### src/rtl/hazard_pkg.sv
// Shared encodings and width helper for the pipeline hazard controller.
// The forwarding select values match the E-stage operand mux inputs.
package hazard_pkg;

  localparam logic [1:0] FWD_RF = 2'b00;
  localparam logic [1:0] FWD_W  = 2'b01;
  localparam logic [1:0] FWD_M  = 2'b10;

  // Bits needed to hold the values 0..value-1, never less than one bit.
  function automatic int clog2(input int value);
    int width;
    width = 1;
    while ((1 << width) < value) width++;
    return width;
  endfunction

endpackage

### src/rtl/long_op_scoreboard.sv
// Pending-register scoreboard and outstanding-operation counter for the
// multi-cycle mul/div unit, with three effective-pending read ports.
module long_op_scoreboard
  import hazard_pkg::*;
#(
  parameter int REG_W      = 5,
  parameter int LONG_DEPTH = 2
) (
  input  logic             CLK,
  input  logic             CLR,
  input  logic             mulDivE,
  input  logic [REG_W-1:0] writeRegE,
  input  logic             longDoneW,
  input  logic             regWriteW,
  input  logic [REG_W-1:0] writeRegW,
  input  logic [REG_W-1:0] rsAddr,
  input  logic [REG_W-1:0] rtAddr,
  input  logic [REG_W-1:0] wrAddr,
  output logic             rsPend,
  output logic             rtPend,
  output logic             wrPend,
  output logic             depthFull,
  output logic             longBusy
);

  localparam int NREG  = 1 << REG_W;
  localparam int CNT_W = clog2(LONG_DEPTH + 1);
  localparam logic [CNT_W-1:0] CNT_MAX   = CNT_W'(LONG_DEPTH);
  localparam logic [CNT_W:0]   DEPTH_EXT = (CNT_W + 1)'(LONG_DEPTH);

  logic [NREG-1:0]  pend;
  logic [NREG-1:0]  pendNext;
  logic [NREG-1:0]  issueHot;
  logic [NREG-1:0]  effPend;
  logic [CNT_W-1:0] cnt;
  logic [CNT_W-1:0] cntNext;
  logic             issue;
  logic             done;

  assign issue = mulDivE & (writeRegE != '0);
  assign done  = longDoneW & regWriteW & (writeRegW != '0);

  // The set is applied after the clear so a same-register collision stays pending.
  always_comb begin
    pendNext = pend;
    if (done)  pendNext[writeRegW] = 1'b0;
    if (issue) pendNext[writeRegE] = 1'b1;
  end

  always_comb begin
    cntNext = cnt;
    if (mulDivE && !longDoneW && (cnt != CNT_MAX))
      cntNext = cnt + CNT_W'(1);
    else if (!mulDivE && longDoneW && (cnt != '0))
      cntNext = cnt - CNT_W'(1);
  end

  always_ff @(posedge CLK or posedge CLR) begin
    if (CLR) begin
      pend <= '0;
      cnt  <= '0;
    end else begin
      pend <= pendNext;
      cnt  <= cntNext;
    end
  end

  // The op sitting in E is not yet registered, so it is folded in here.
  assign issueHot = mulDivE ? (NREG'(1) << writeRegE) : '0;
  assign effPend  = pend | issueHot;

  assign rsPend = (rsAddr != '0) & effPend[rsAddr];
  assign rtPend = (rtAddr != '0) & effPend[rtAddr];
  assign wrPend = (wrAddr != '0) & effPend[wrAddr];

  assign depthFull = (({1'b0, cnt} + (CNT_W + 1)'(mulDivE)) >= DEPTH_EXT);
  assign longBusy  = (cnt != '0);

endmodule

### src/rtl/hazard_ctrl.sv
// Hazard controller for the 5-stage core: forwarding, load-use and long-op
// stalls, and a configurable-length flush window after a taken branch.
module hazard_ctrl
  import hazard_pkg::*;
#(
  parameter int REG_W      = 5,
  parameter int LONG_DEPTH = 2,
  parameter int FLUSH_LEN  = 2
) (
  input  logic             CLK,
  input  logic             CLR,
  input  logic [REG_W-1:0] RsD,
  input  logic [REG_W-1:0] RtD,
  input  logic [REG_W-1:0] WriteRegD,
  input  logic             UseRsD,
  input  logic             UseRtD,
  input  logic             RegWriteD,
  input  logic             MulDivD,
  input  logic [REG_W-1:0] RsE,
  input  logic [REG_W-1:0] RtE,
  input  logic [REG_W-1:0] WriteRegE,
  input  logic             MemtoRegE,
  input  logic             MulDivE,
  input  logic [REG_W-1:0] WriteRegM,
  input  logic [REG_W-1:0] WriteRegW,
  input  logic             RegWriteM,
  input  logic             RegWriteW,
  input  logic             LongDoneW,
  input  logic             PCSrcE,
  output logic             StallF,
  output logic             StallD,
  output logic             FlushD,
  output logic             FlushE,
  output logic [1:0]       ForwardAE,
  output logic [1:0]       ForwardBE,
  output logic             LongBusy
);

  localparam int FCNT_W = clog2(FLUSH_LEN);

  logic              rsPend;
  logic              rtPend;
  logic              wrPend;
  logic              depthFull;
  logic              lwStall;
  logic              longStall;
  logic              flushing;
  logic [FCNT_W-1:0] fcnt;

  long_op_scoreboard #(
    .REG_W      (REG_W),
    .LONG_DEPTH (LONG_DEPTH)
  ) scoreboard (
    .CLK       (CLK),
    .CLR       (CLR),
    .mulDivE   (MulDivE),
    .writeRegE (WriteRegE),
    .longDoneW (LongDoneW),
    .regWriteW (RegWriteW),
    .writeRegW (WriteRegW),
    .rsAddr    (RsD),
    .rtAddr    (RtD),
    .wrAddr    (WriteRegD),
    .rsPend    (rsPend),
    .rtPend    (rtPend),
    .wrPend    (wrPend),
    .depthFull (depthFull),
    .longBusy  (LongBusy)
  );

  // The M stage holds the younger result, so it wins over W.
  function automatic logic [1:0] fwdSel(input logic [REG_W-1:0] src);
    logic [1:0] sel;
    sel = FWD_RF;
    if (src != '0) begin
      if (RegWriteM && (WriteRegM == src))      sel = FWD_M;
      else if (RegWriteW && (WriteRegW == src)) sel = FWD_W;
    end
    return sel;
  endfunction

  always_comb begin
    ForwardAE = fwdSel(RsE);
    ForwardBE = fwdSel(RtE);
  end

  assign lwStall = MemtoRegE & (RtE != '0) &
                   ((UseRsD & (RsD == RtE)) | (UseRtD & (RtD == RtE)));

  assign longStall = (UseRsD & rsPend) | (UseRtD & rtPend) |
                     (RegWriteD & wrPend) | (MulDivD & depthFull);

  // The cycle PCSrcE is high counts as the first flush cycle.
  generate
    if (FLUSH_LEN > 1) begin : gFlushCnt
      always_ff @(posedge CLK or posedge CLR) begin
        if (CLR)
          fcnt <= '0;
        else if (PCSrcE)
          fcnt <= FCNT_W'(FLUSH_LEN - 1);
        else if (fcnt != '0)
          fcnt <= fcnt - FCNT_W'(1);
      end
    end else begin : gNoFlushCnt
      assign fcnt = '0;
    end
  endgenerate

  assign flushing = PCSrcE | (fcnt != '0);

  assign StallF = (lwStall | longStall) & ~flushing;
  assign StallD = StallF;
  assign FlushE = flushing | lwStall | longStall;
  assign FlushD = PCSrcE;

endmodule

### config.mk
export PLATFORM = sky130hd
export DESIGN_NAME = hazard_ctrl
export DESIGN_NICKNAME = d
export VERILOG_FILES = /design/src/rtl/hazard_pkg.sv /design/src/rtl/long_op_scoreboard.sv /design/src/rtl/hazard_ctrl.sv
export SDC_FILE = /design/constraint.sdc
export NUM_CORES = 1
export LEC_CHECK = 0
export BUFFER_PORTS_ARGS = -buffer_cell sky130_fd_sc_hd__buf_2
export CAP_MARGIN = 20
export CORE_MARGIN = 5
export CORE_UTILIZATION = 25
export DETAILED_ROUTE_END_ITERATION = 10
export PLACE_DENSITY = 0.51
export SYNTH_ARGS = -nofsm -noshare
export SYNTH_HDL_FRONTEND = slang
export SYNTH_SLANG_ARGS = --single-unit
### constraint.sdc
create_clock -name CLK -period 8.85 [get_ports CLK]
set_clock_uncertainty 0.05 [all_clocks]
set_input_delay 1.77 -clock CLK [delete_from_list [all_inputs] [get_ports CLK]]
set_output_delay 1.77 -clock CLK [all_outputs]
set_load 0.01 [all_outputs]
Word-level counts from Yosys, hierarchy flattened. Index checks and enable logic that the tools add are counted.

Register bits after elaboration: 35. Bits in latches: 0. Bits in writable memories: 0. ROM bits: 0. Input port bits: 52. Output and inout bits: 9. Word-level logic and storage cells: 95. Memories: 0.

Add/sub/neg operators: 4. Multiply operators: 0. Divide/modulo/power cells: 0. $lt $le $gt $ge: 8. Equal/unequal tests: 7. Shift operators: 1. Muxes and demuxes: 23. Bitwise gates (word level): 28. Reductions and logical operators: 21.

Operators with widths (number): $mux 32 (3); $or 32x32->32 (2); $reduce_bool 5->1 (7); $and 32x32->32 (1); $not 32->32 (1); $shl 1x5->32 const A (1); $eq 5x5->1 (6); $lt 5x6->1 const B (5); $and 1x1->1 (15); $bmux 1 s5 (3); $mux 2 (6); $demux 1 s5 (2); $ge 5x1->1 const B (2); $logic_and 1x1->1 (10); $mux 1 (9); $or 1x1->1 (8); $reduce_bool 2->1 (2); $add 2x1->3 (1); $ge 3x2->1 const B (1); $add 2x1->2 const B (1); $logic_not 1->1 (2); $ne 2x2->1 const B (1); $sub 2x1->2 const B (1); $not 1->1 (1); $sub 1x1->1 const B (1).

Depth between registers and ports, before layout. Gate-level depths: netlist of run 1.

Depth in word-level cells: 12. Depth in mapped cells: 11. Depth with buffers taken out: 7.

Cells and area by module. Synthesis of run 1 repeated with hierarchy kept, for this count alone.

Cells, all modules: 414. Area total of the unflattened synthesis: 3542.1 µm².

By module, submodules not included: long_op_scoreboard (instances 1, cells each 346, area an instance 3030.4 µm², sequential area each 825.8 µm²); hazard_ctrl (instances 1, cells each 68, area an instance 511.7 µm², sequential area each 25.0 µm²).

Worst setup path before layout of run 1. OpenSTA, ideal clock, no wires.

Path kind: input to output. Start: in WriteRegE[3]. End: out StallF. Arrival time: 3.630 ns. Data required time: 7.030 ns. Setup slack: 3.400 ns. Stages: 9. Path buffers: 2. Cells stage by stage: buf_2 > or4b_4 > o21bai_2 > a31oi_1 > a22o_1 > o31ai_2 > a211oi_2 > a21boi_1 > buf_4.

Cells in the longest elaborated chain, start to end: 12. Elaborated cells between the ends (all ways): 20. Classes of those cells: shift: 1; mux: 7; bitwise: 12.

Ends and longest elaborated chain: start, declared (line hazard_ctrl.sv:21) `input logic [REG_W-1:0] WriteRegE,`; $shl 1x5->32 (*) (line long_op_scoreboard.sv:69) `assign issueHot = mulDivE ? (NREG'(1) << writeRegE) : '0;`; $mux 32 (*) (line long_op_scoreboard.sv:69); $or 32x32->32 (*) (line long_op_scoreboard.sv:70) `assign effPend = pend | issueHot;`; $bmux 1 s5, on equally long branches (line long_op_scoreboard.sv:72, long_op_scoreboard.sv:73); $mux 1, on equally long branches (line long_op_scoreboard.sv:72, long_op_scoreboard.sv:73); $and 1x1->1, on equally long branches (line long_op_scoreboard.sv:72, long_op_scoreboard.sv:73); $and 1x1->1 (line hazard_ctrl.sv:90) `assign longStall = (UseRsD & rsPend) | (UseRtD & rtPend) |`; $or 1x1->1 (line hazard_ctrl.sv:90); $or 1x1->1 (*) (line hazard_ctrl.sv:90); $or 1x1->1 (*) (line hazard_ctrl.sv:91) `(RegWriteD & wrPend) | (MulDivD & depthFull);`; $or 1x1->1 (*) (line hazard_ctrl.sv:111) `assign StallF = (lwStall | longStall) & ~flushing;`; $and 1x1->1 (*) (line hazard_ctrl.sv:111); end, declared (line hazard_ctrl.sv:30) `output logic StallF,`.

Mark *: on every way between the ends. The rest lies on a longest branch, timed or not. The select of a mux whose other input is x is not followed.

Worst setup path after layout of run 1.
Start: in WriteRegD[0]. End: out FlushE.

Cells in the longest elaborated chain, start to end: 7. Elaborated cells between the ends (all ways): 8. Classes of those cells: mux: 2; bitwise: 5; reduce/logical: 1.

Ends and longest elaborated chain: start, declared (line hazard_ctrl.sv:14) `input logic [REG_W-1:0] WriteRegD,`; $bmux 1 s5 (line long_op_scoreboard.sv:74) `assign wrPend = (wrAddr != '0) & effPend[wrAddr];`; $mux 1 (implied by the code) (line long_op_scoreboard.sv:74); $and 1x1->1 (*) (line long_op_scoreboard.sv:74); $and 1x1->1 (*) (line hazard_ctrl.sv:91); $or 1x1->1 (*) (line hazard_ctrl.sv:90); $or 1x1->1 (*) (line hazard_ctrl.sv:91); $or 1x1->1 (*) (line hazard_ctrl.sv:113) `assign FlushE = flushing | lwStall | longStall;`; end, declared (line hazard_ctrl.sv:33) `output logic FlushE,`.

Marked as above.

==> flow_results.org, run 1 <==
** Pwr
- Dividing total power by cell area gives a power density of 161.2 nW/um2.
- Leak Pwr :: 0.001529 uW
- VDD sags by at most approximately 0.065 mV.

** Worst setup path
- Data on the critical path is required at its endpoint by 7.03 ns.
- For the worst setup path, the data arrival time is ~4.1 ns.
- The most critical setup path has its startpoint at WriteRegD[0].
- Worst-path cell chain :: buf_2 -> xor2_2 -> nor3_1 -> o311ai_1 -> o21ai_0 -> o32a_1 -> a211oi_2 -> nand3_1 -> buf_2
- Of all nets on the critical path, the largest fanout is 18.
- FF-to-FF Start :: scoreboard.cnt[0]
- The largest single stage delay on the critical path is 0.52 ns.
- Most repeated library cell on the critical path :: buf_2
- Crit-path slowest cell :: xor2_2
- Measured in cells, the most critical reg-to-reg path has a length of 4.
- STA classifies the critical path endpoint as a primary output.
- Critical path class :: input pin to primary output
- Type of element launching the critical path :: input pin
- Terminus of the critical flop-to-flop path :: scoreboard.cnt[1]
- In this run the register-to-register setup slack is 7.80 ns.
- Timing endpoint of the critical path :: FlushE

** Finish
- Cells fill 29.03% of the core in the end.
- Leaving out fill and tap cells, the most frequent cell in the layout is o21ai_0.
- Nets@finish :: ~520
- Multi-input gate area in the final layout :: around 2500 um2
- Leaving out fill and tap cells, the most frequent cells in the layout are 72 x o21ai_0, 60 x buf_2, 34 x dfrtp_1, 32 x mux2i_1, 25 x xnor2_1.
- Sequential cell area :: approximately 850 um2
- The post-route netlist has a little under a fifth of its cells at a drive strength greater than 1.
- # fillers :: ~1500
- Compared with the post-synthesis result, the final layout area differs by 13.22%.
- Number of diodes added for antenna fixing :: 0

** Synth
- Largest family of logic cells by synthesized area :: compound AO/OA/AOI/OAI gates
- Area fraction of the dominant cell type after synthesis :: 23.72%
- After Yosys synthesis, and, or, nand and nor cells account for 20.96% of the synthesized area.
- Post-synthesis compound-gate area fraction :: between 20 and 30%
- The synthesized netlist devotes 0% of its cell area to adder and majority cells.
- Counting every net in the synthesized netlist gives 492.
- Number of warnings reported in the yosys synthesis log :: 0
- The average instance in the mapped netlist occupies 8.153 um2.
- Register bit count reported by yosys :: 34
- Top post-synthesis cells by area :: dfrtp_1 24%, o21ai_0 10%, mux2i_1 8.9%
- Library cell with the largest summed area after synthesis :: dfrtp_1
- Share of flip-flops with an asynchronous set or reset :: 100.0%
- Xor/xnor cell area share of the yosys netlist :: about 9.2%
- After synthesis, the netlist uses 71 different library cells.
- Counting every instance in the synthesized netlist gives 440.
- Summing the sequential cell areas from Yosys gives 23.72% of the chip area.
- In this run, synthesis inferred 0 flip-flops with an integrated enable.
- In this run the cell area of the synthesized design comes to 3587 um2.
- Most instantiated flip-flop cell in the synthesis netlist :: dfrtp_1
- Multiplexer cells account for 11.86% of the synthesized area.

** Floorplanning
- Cell Rows :: 43
- For this configuration, the core starts out at a cell density of 25.64%.
- Std-Cell Core Area :: roughly 14000 um2
- In this run the count of I/O pins placed on the die edge is 61.
- The die covers approximately 17000 um2.
- From left edge to right edge, the die measures 129.8 um.
- Measured along the y axis, the die boundary spans 129.8 um.

** CTS
- Buffers inserted during clock tree synthesis total 5.
- The clock drives 34 sinks.
- H-tree Lvls :: 2
- Clk pin slew, worst setup/hold paths :: 0.05 ns
- For the worst-skew pair, the clock arrives at the later sink with an insertion delay of approximately 0.28 ns.
- The clock passes through at most 2 buffers.
- Post-CTS Resized :: 0
- In this run the post-CTS setup repair buffer count came out at 0.
- Clock tree from TritonCTS :: built
- CTS placed an instance of clkbuf_16 at the clock tree root.
- Hold-fix buffer count after cts :: 0

** Timing
- Worst setup margin :: 2.919 ns
- The final-report max-slew violation count came to 0.
- Setup violations remaining at the end of the flow were counted as 0.
- Highest attainable clock frequency :: 0.1686 GHz
- Worst max-slew margin expressed relative to the limit :: about 33%
- Dividing the final minimum period by the clock period gives 67.02%.
- At the pin with the least slew margin, the transition time is 0.9965 ns.
- Unrepaired setup endpoints after global routing :: false
- Final setup TNS :: 0 ns
- Number of failing hold endpoints at the final stage :: 0
- For the finished layout, the period the worst path requires is 5.931 ns.

** Run
- Max_cap viols :: 0

** Global route
- In the global route stage, met1 resource usage came out at 21.46%.
- In the global route stage, met3 resource usage came out at roughly 3%.
- GR Overflow Total :: 0
- Wire length of the first global-routing pass :: 20340 um
- The global routing stage identified its most utilized layer as met2.
- Initial antenna violation count :: 0
- In the global route stage, overall resource usage came out at 15.27%.
- Maximum number of pins on one net before global-route repair :: 35
- The number of global-route vias before repair was around 3600.
- Global routing consumed, on the met2 layer, 23.69% of the routing resources.

** Drt
- Iter 0 DRT Violations :: 340
- Total DRC errors in the routed layout :: 0
- Dividing the detail-routed via count by the number of cells gives ~5.8.
- DRT Wirelength :: 12980 um
- In this run the remaining antenna-violating nets after routing total 0.
- Routed length per placed instance :: slightly above 20 um
- Via count :: approximately 3700
- Pre-antenna DRT Iters :: 5

** Placement
- After legalization and detailed placement, the total HPWL measured 9760 um.
- During placement, the flow inserted port buffers numbering 60.
- The congestion estimate from routability-driven global placement came to 0.9474.
- Pre-CTS WS :: 2.952 ns

** Outcome
- Status :: finished clean

** Worst hold path
- The worst hold path belongs to the class register to register.
==> power breakdown <==
part / internal (uW) / leakage [uW] / switching, uW / total [uW]
sequential: 191 / 0.000406 / 56.1 / 247
clock: 133 / 0.0000781 / 63.0 / 196
combinational: 91.8 / 0.00104 / 120 / 211
==> cell usage after synthesis (6+ instances only) <==
library cell,instances
nand4_1,9
nor2b_1,8
dfrtp_1,34
nor3_1,7
inv_1,8
clkbuf_1,18
nand2_1,20
mux2i_1,32
xnor2_1,25
nand3_1,13
o311ai_1,6
o21ai_0,72
nand2b_1,6
xor2_1,9
buf_2,18
nor2_1,21
a21oi_1,13
a211oi_1,7
==> logic make-up after synthesis <==
group | count (synthesis)
AO/OA/AOI/OAI | 150
buffers and inverters | 54
flip-flops | 34
AND/OR/NAND/NOR | 127
multiplexers | 39
XOR/XNOR | 36
==> registers in the layout, indices dropped and copies added, names as in the netlist <==
signal / cells
fcnt: 1
scoreboard.cnt: 2
scoreboard.pend: 31
==> worst max-delay path: cells and delay by family <==
family | cells | cell delay, ns
compound gates | 4 | 1.02
buf+inv | 2 | 0.59
xor+xnor | 1 | 0.52
simple gates | 2 | 0.21
==> how the worst min path moves through the flow <==
stage,depth (start not counted),end,from,slack (ns)
2_1_floorplan,2,scoreboard.pend[1],scoreboard.pend[1],0.43
3_3_place_gp,2,scoreboard.pend[1],scoreboard.pend[1],0.47
3_5_place_dp,2,scoreboard.pend[1],scoreboard.pend[1],0.48
4_1_cts,2,scoreboard.pend[1],scoreboard.pend[1],0.49
5_1_grt,2,scoreboard.pend[1],scoreboard.pend[1],0.55
6_report,2,scoreboard.pend[1],scoreboard.pend[1],0.49
==> through the flow <==
step	total power (uW)	std cells	hold slack [ns]	instance area [um2]
global route	691.0	645	0.5525	4061
global placement	451.7	637	0.4669	3899
detailed placement	454.5	637	0.4790	3899
floorplan	378.7	440	0.4333	3587
finish	654.7	645	0.4901	4061
CTS	652.3	645	0.4908	4061
==> per-layer routing <==
metal,wire [um],vias to the layer above,part of all wire [%]
li1,-,1705,-
met1,5800,1830,45
met2,6113,158,47
met3,798,25,6.1
met4,265,0,2.0
met5,0,-,0
==> area by class of cell <==
| type | count | area share, % |
|---|---|---|
| multi-input combinational | 352 | 61.00 |
| sequential | 34 | 20.95 |
| timing repair buffer | 61 | 7.579 |
| tap | 180 | 5.545 |
| clock buffer | 7 | 3.266 |
| inverter | 10 | 0.9242 |
| clock inverter | 1 | 0.7394 |
(Power assumes the default switching activity.)
==> inputs of run 2 (changes only) <==
==> constraint.sdc (replaced) <==
create_clock -name CLK -period 5.58 [get_ports CLK]
set_clock_uncertainty 0.05 [all_clocks]
set_input_delay 1.116 -clock CLK [delete_from_list [all_inputs] [get_ports CLK]]
set_output_delay 1.116 -clock CLK [all_outputs]
set_load 0.01 [all_outputs]
==> flow_results.org, run 2 (synthesis gave the netlist of run 1 again) <==
** Finish
- Most frequent cells in the layout :: 72 x o21ai_0, 60 x buf_2, 34 x dfrtp_1, 32 x mux2i_1, 25 x xnor2_1
- The final layout contains 517 nets.
- Share of layout cells above drive strength 1 :: 19.10%
- Flip-flop count of the largest register, all copies and words added :: 31
- The library cell used most frequently in the layout, excluding fill and tap cells, is o21ai_0.
- Registers with the most flip-flops :: scoreboard.pend (31), scoreboard.cnt (2), fcnt (1)
- More flip-flops sit in one register than any other, and that register is scoreboard.pend.
- Number of diodes added for antenna fixing :: 0
- Area growth from synthesis to layout :: 13.01%

** Worst setup path
- Worst path arrival time :: 3.42 ns
- FF-to-FF Start :: scoreboard.cnt[0]
- By startpoint and endpoint, the worst setup path is classified as input pin to primary output.
- The worst register-to-register path has a setup slack of 4.55 ns.
- The largest individual stage delay along the critical path comes from the cell nor4b_1.
- Startpoint of the most critical setup path :: MulDivE
- At the worst endpoint, the required time is 4.41 ns.
- In this design, the stage delay of the slowest critical-path cell is ~0.89 ns.
- Terminus of the critical flop-to-flop path :: scoreboard.cnt[1]
- The worst setup path is launched from an input pin.
- The worst setup path is captured at a primary output.
- Most repeated library cell on the critical path :: buf_2
- In this run the worst path has a maximum fanout of 15.
- The critical path goes through buf_2 -> nor4b_1 -> nand4_1 -> a22o_1 -> o31ai_2 -> a211oi_2 -> a21boi_1 -> buf_2.
- Measured in cells, the most critical reg-to-reg path has a length of 4.

** CTS
- No sink is reached through more buffers than the 2 on the longest clock path.
- The clock tree synthesis step divided the H-tree into 2 levels.
- For this design, the sink count on the clock tree is 34.
- Once the clock tree was built, the setup fixing pass inserted 0 buffers.
- Clock-pin slew was measured on the worst setup and hold paths at 0.05 ns.
- Clock tree synthesis selected as its root buffer the cell clkbuf_16.
- For the worst-skew pair, the clock arrives at the later sink with an insertion delay of 0.27 ns.
- The number of gates resized after CTS was 0.
- In this run, CTS created clock tree buffers numbering 5.
- TritonCTS built the clock tree.
- Hold-fix buffer count after cts :: 0

** Drt
- Pre-antenna DRT Iters :: 5
- In the final routed layout, each cell accounts on average for 19.89 um.
- Post-route ant nets :: 0
- After detailed routing, the number of remaining DRC violations is 0.
- The routed design has approximately 13000 um of wire.
- Via count :: 3736
- After the first detailed-routing iteration, the DRC count stood at 433.
- Dividing the detail-routed via count by the number of cells gives 5.783.

** Global route
- Vias in the first global route :: 3514
- The total overflow left after global routing is 0.
- Entering global routing, the biggest net connects 35 pins.
- The first global-routing pass estimated 19950 um of wire.
- The initial antenna violation count is 0.
- Across every metal layer, demand over resource in global routing totals 14.91%.

** Timing
- Worst max-slew margin expressed relative to the limit :: 28.08%
- Final critical path time including I/O delays and setup :: 4.585 ns
- The number of failing hold endpoints at the final stage came to 0.
- After layout, the worst path uses 82.17% of the clock period.
- Unrepaired setup endpoints after global routing :: false
- Count of endpoints failing setup in the final report :: 0
- Highest attainable clock frequency :: 0.2181 GHz
- Setup total negative slack on the finished layout was measured at 0 ns.
- Hold timing on the final database bottoms out at a slack of slightly above 0.5 ns.
- Worst Max-Slew Pin Slew :: 1.064 ns
- The final-report max-slew violation count was 0.

** Outcome
- The flow ran to the end, and the final reports show no timing, DRC or antenna violations.

** Floorplanning
- The core region is about 14000 um2.
- Initial cell density of the core :: approximately a quarter
- The floorplan has 43 rows.
- Die outline area :: 16840 um2
- Height of the chip :: 129.8 um
- Horizontal die dimension :: 129.8 um
- During I/O placement, the number of pins put on the boundary was ~60.

** Worst hold path
- Worst Hold Endpoint :: scoreboard.pend[1]
- The path class of the tightest hold or removal check is register to register.
- Startpoint of the worst hold path :: scoreboard.pend[1]
- Min-Delay Path Depth :: 2

** Pwr
- Power density over the cells :: 247.6 nW/um2
- Max IR drop VDD :: 0.09483 mV
- Leak Pwr :: 0.001529 uW

** Placement
- Final estimated routing congestion in global placement :: 0.9501
- Port bufs :: 60
- The wire-length estimate of the detail-placed layout is 9782 um.

** Run
- Max-cap violations in this run came to 0.
==> run 2: cell count changes in the layout (fill, tap and decap cells not counted) <==
cell and delta:
buf_4 +1, clkbuf_1 -1, clkinv_2 +1, bufinv_16 -1, clkbuf_8 +1
==> run 2: report_power, final <==
part	total, uW	switching, uW	internal [uW]
registers	392	88.6	303
clock network	276	99.0	177
logic	336	190	146
total	1000	378	626
==> run 2: worst max path at each step <==
stage                         to  cells past startpoint
after floorplan           StallF                      9
final                     StallD                      8
after global placement    StallF                      9
after global routing      StallD                      9
after CTS                 StallF                      9
after detailed placement  StallF                      9
==> run 2: final cells by class <==
| cell class | instances | area, um2 |
|---|---|---|
| inverter | 10 | 37.54 |
| clock buffer | 7 | 142.6 |
| clock inverter | 1 | 5.005 |
| sequential | 34 | 850.8 |
| tap | 180 | 225.2 |
| multi-input combinational | 352 | 2477 |
| fill | 1515 | 9935 |
| timing repair buffer | 62 | 315.3 |
==> run 2: worst max-delay path, delay by kind of cell <==
family | cells | cell delay [ns]
AO/OA/AOI/OAI | 4 | 0.82
buffers and inverters | 2 | 0.41
AND/OR/NAND/NOR | 2 | 1.05
==> run 2: through the flow <==
stage	utilization, %	instance area [um2]	cells	worst slack, ns	power [uW]
final	28.98	4054	646	0.9951	1004
after global routing	28.98	4054	646	0.8528	1063
after CTS	28.98	4054	646	0.9963	998.0
after detailed placement	27.92	3906	638	1.008	720.8
after global placement	27.92	3906	638	1.000	716.4
after floorplan	-	3587	440	1.438	600.7
==> run 2: metal layers <==
metal / GRT usage (%) / part of all wire [%] / up-vias
met5: 0 / 0 / -
met4: 3.729 / 1.6 / 0
met1: 21.68 / 45 / 1857
met3: 2.661 / 7.2 / 17
met2: 22.87 / 46 / 149
li1: - / - / 1713
==> inputs of run 3 (changes only) <==
--- a/config.mk
+++ b/config.mk
@@ -10,7 +10,7 @@
 export CORE_MARGIN = 5
 export CORE_UTILIZATION = 25
 export DETAILED_ROUTE_END_ITERATION = 10
-export PLACE_DENSITY = 0.51
+export PLACE_DENSITY = 0.52
 export SYNTH_ARGS = -nofsm -noshare
 export SYNTH_HDL_FRONTEND = slang
 export SYNTH_SLANG_ARGS = --single-unit
==> constraint.sdc (replaced) <==
create_clock -name CLK -period 4 [get_ports CLK]
set_clock_uncertainty 0.05 [all_clocks]
set_input_delay 0.8 -clock CLK [delete_from_list [all_inputs] [get_ports CLK]]
set_output_delay 0.8 -clock CLK [all_outputs]
set_load 0.01 [all_outputs]
==> flow_results.org, run 3 (synthesis gave the netlist of run 1 again) <==
** Outcome
- The run finished with clean final reports.

** CTS
- Post-CTS Resized :: 0
- Once the clock tree was built, the setup fixing pass inserted 0 buffers.
- Counting along the longest clock path gives a buffer depth of 2.
- Buffers inserted during clock tree synthesis total 5.
- Clock tree sinks :: 34
- TritonCTS built the clock tree.
- Clock-pin slew was measured on the worst setup and hold paths at ~0.050 ns.
- Hold-fix buffer count after cts :: 0
- Clock Root Buffer :: clkbuf_16
- In this run the number of H-tree levels came out at 2.
- Clock latency on the worst-skew pair, taken at its later pin, is 0.27 ns.

** Placement
- Buffers placed on the I/O ports in this run total 60.
- Final estimated routing congestion in global placement :: 0.9232
- Once detailed placement completed, the half-perimeter wirelength came to 10070 um.
- After detailed placement, the total cell area comes to 4026 um2.

** Pwr
- Max IR drop VDD :: around 0.14 mV
- Power density over the cells :: 336.6 nW/um2
- In this run the static leakage power is 0.001604 uW.

** Worst setup path
- The worst setup path is captured at a primary output.
- Data required time at the worst endpoint :: 3.15 ns
- The critical path is of the input pin to primary output type.
- Most repeated library cell on the critical path :: buf_2
- Along the worst path, the maximum fanout reaches 23.
- For this run, the slowest stage of the critical path takes roughly 0.43 ns.
- At the worst endpoint, the arrival time is 2.83 ns.
- Counting both buffers and inverters, the worst setup path holds a total of 2.
- The signal on the critical path passes through buf_2 -> xnor2_2 -> nand3_1 -> a311o_1 -> a22o_1 -> o31ai_2 -> a211oi_2 -> a21boi_1 -> buf_2.
- Broken down by cell family, the worst path's largest delay share belongs to compound AO/OA/AOI/OAI gates.
- The slowest stage of the critical path is the buf_2 cell.
- STA classifies the critical path startpoint as an input pin.

** Finish
- The largest registers in the layout are scoreboard.pend (31), scoreboard.cnt (2), fcnt (1).
- The library cell used most frequently in the layout, excluding fill and tap cells, is o21ai_0.
- In the final design database the tool counted 533 nets.
- Register ranked first by flip-flop count :: scoreboard.pend
- The layout has 1535 filler cells.
- Flip-flop count of the largest register, all copies and words added :: 31
- Compared with the post-synthesis result, the final layout area differs by 16.36%.
- Most frequent cells in the layout :: 72 x o21ai_0, 60 x buf_2, 34 x dfrtp_1, 32 x mux2i_1, 25 x xnor2_1
- Fin area :: 4174 um2
- 0 antenna diodes ended up in the layout.
- Of the cells placed in the final design, the portion with a size suffix greater than 1 is 21.78%.

** Timing
- The final-report max-slew violation count is 0.
- Setup repair after global routing left no endpoint under its margin.
- Final critical path time including I/O delays and setup :: between 3 and 4 ns
- After layout, the worst path uses approximately nine tenths of the clock period.
- Highest attainable clock frequency :: around 0.27 GHz
- Worst max-slew margin expressed relative to the limit :: 56.36%
- Setup total negative slack on the finished layout was measured at 0 ns.
- Worst Max-Slew Pin Slew :: 0.6380 ns
- The number of failing hold endpoints at the final stage is 0.
- Count of endpoints failing setup in the final report :: 0

** Drt
- Post-route ant nets :: 0
- Iter 0 DRT Violations :: 456
- Before antenna repair, the detailed router went through 5 iterations.
- Total DRC errors in the routed layout :: 0
- Across all layers, the routed design uses 3755 vias.
- DRT Wirelength :: 12830 um
- Detailed-route vias per instance :: 5.672
- In the final routed layout, each cell accounts on average for between 15 and 20 um.

** Floorplanning
- Height of the chip :: 129.8 um
- Cell Rows :: 43
- IO Pins :: 61
- Std-Cell Core Area :: between 10000 and 15000 um2
- The die covers 16840 um2.
- Initial cell density of the core :: ~26%
- Horizontal die dimension :: 129.8 um

** Worst hold path
- Hold/Removal Path Class :: register to register

** Global route
- Initial antenna violation count :: 0
- Maximum number of pins on one net before global-route repair :: 35
- Vias in the first global route :: 3544
- Global routing consumed, over all layers together, roughly 15% of the routing resources.
- The first global-routing pass estimated 19920 um of wire.
- Global routing finished with a remaining overflow of 0.

** Run
- Max_cap viols :: 0
run 3: changes by cell type in the layout (fill, tap and decap cells not counted):
| cell | before | now |
|---|---|---|
| buf_4 | 2 | 18 |
run 3: stage by stage:
stage                     power, uW  hold slack (ns)  setup slack (ns)  utilization (%)  instances
after floorplan               838.0           0.4333            0.4898                -        440
after global placement         1015           0.4641            0.3364            28.78        654
after detailed placement       1019           0.4721            0.3351            28.78        654
after CTS                      1399           0.4813            0.3259            29.84        662
after global routing           1490           0.5703            0.1066            29.84        662
final                          1405           0.4810            0.3239            29.84        662
run 3: final cells by class:
class | instances | area, um2 | share of cell area [%]
Clock inverter | 1 | 5.005 | 0.1199
Multi-Input combinational cell | 352 | 2477 | 59.35
Timing Repair Buffer | 78 | 435.4 | 10.43
Sequential cell | 34 | 850.8 | 20.38
Inverter | 10 | 37.54 | 0.8993
Tap cell | 180 | 225.2 | 5.396
Clock buffer | 7 | 142.6 | 3.417
run 3: power breakdown:
part	switching [uW]	internal, uW	total (uW)
Clock	132	246	378
Sequential	129	423	552
Combinational	262	213	475
run 3: worst paths after layout:
check / start / slack, ns / cells past startpoint / to
max in group asynchronous: CLR / 2.99 / 3 / scoreboard.pend[2]
worst min register to register: scoreboard.pend[1] / 0.48 / 2 / scoreboard.pend[1]
worst min-delay path: scoreboard.pend[1] / 0.48 / 2 / scoreboard.pend[1]
min in group asynchronous: CLR / 0.58 / 3 / scoreboard.pend[17]
worst max register to register: scoreboard.cnt[0] / 3.00 / 4 / scoreboard.cnt[1]
worst max-delay path: RtD[0] / 0.32 / 9 / StallF
run 3: worst min-delay path, delay by kind of cell (launching register included):
family | cells | cell delay, ns
flops | 1 | 0.35
compound gates | 2 | 0.15
run 3: metal layers:
layer  part of all wire (%)  track usage, %  vias up
li1                       -               -     1743
met1                     43           20.46     1810
met2                     46           23.26      163
met3                    6.9           3.111       39
met4                    3.5           5.746        0
met5                      0               0        -
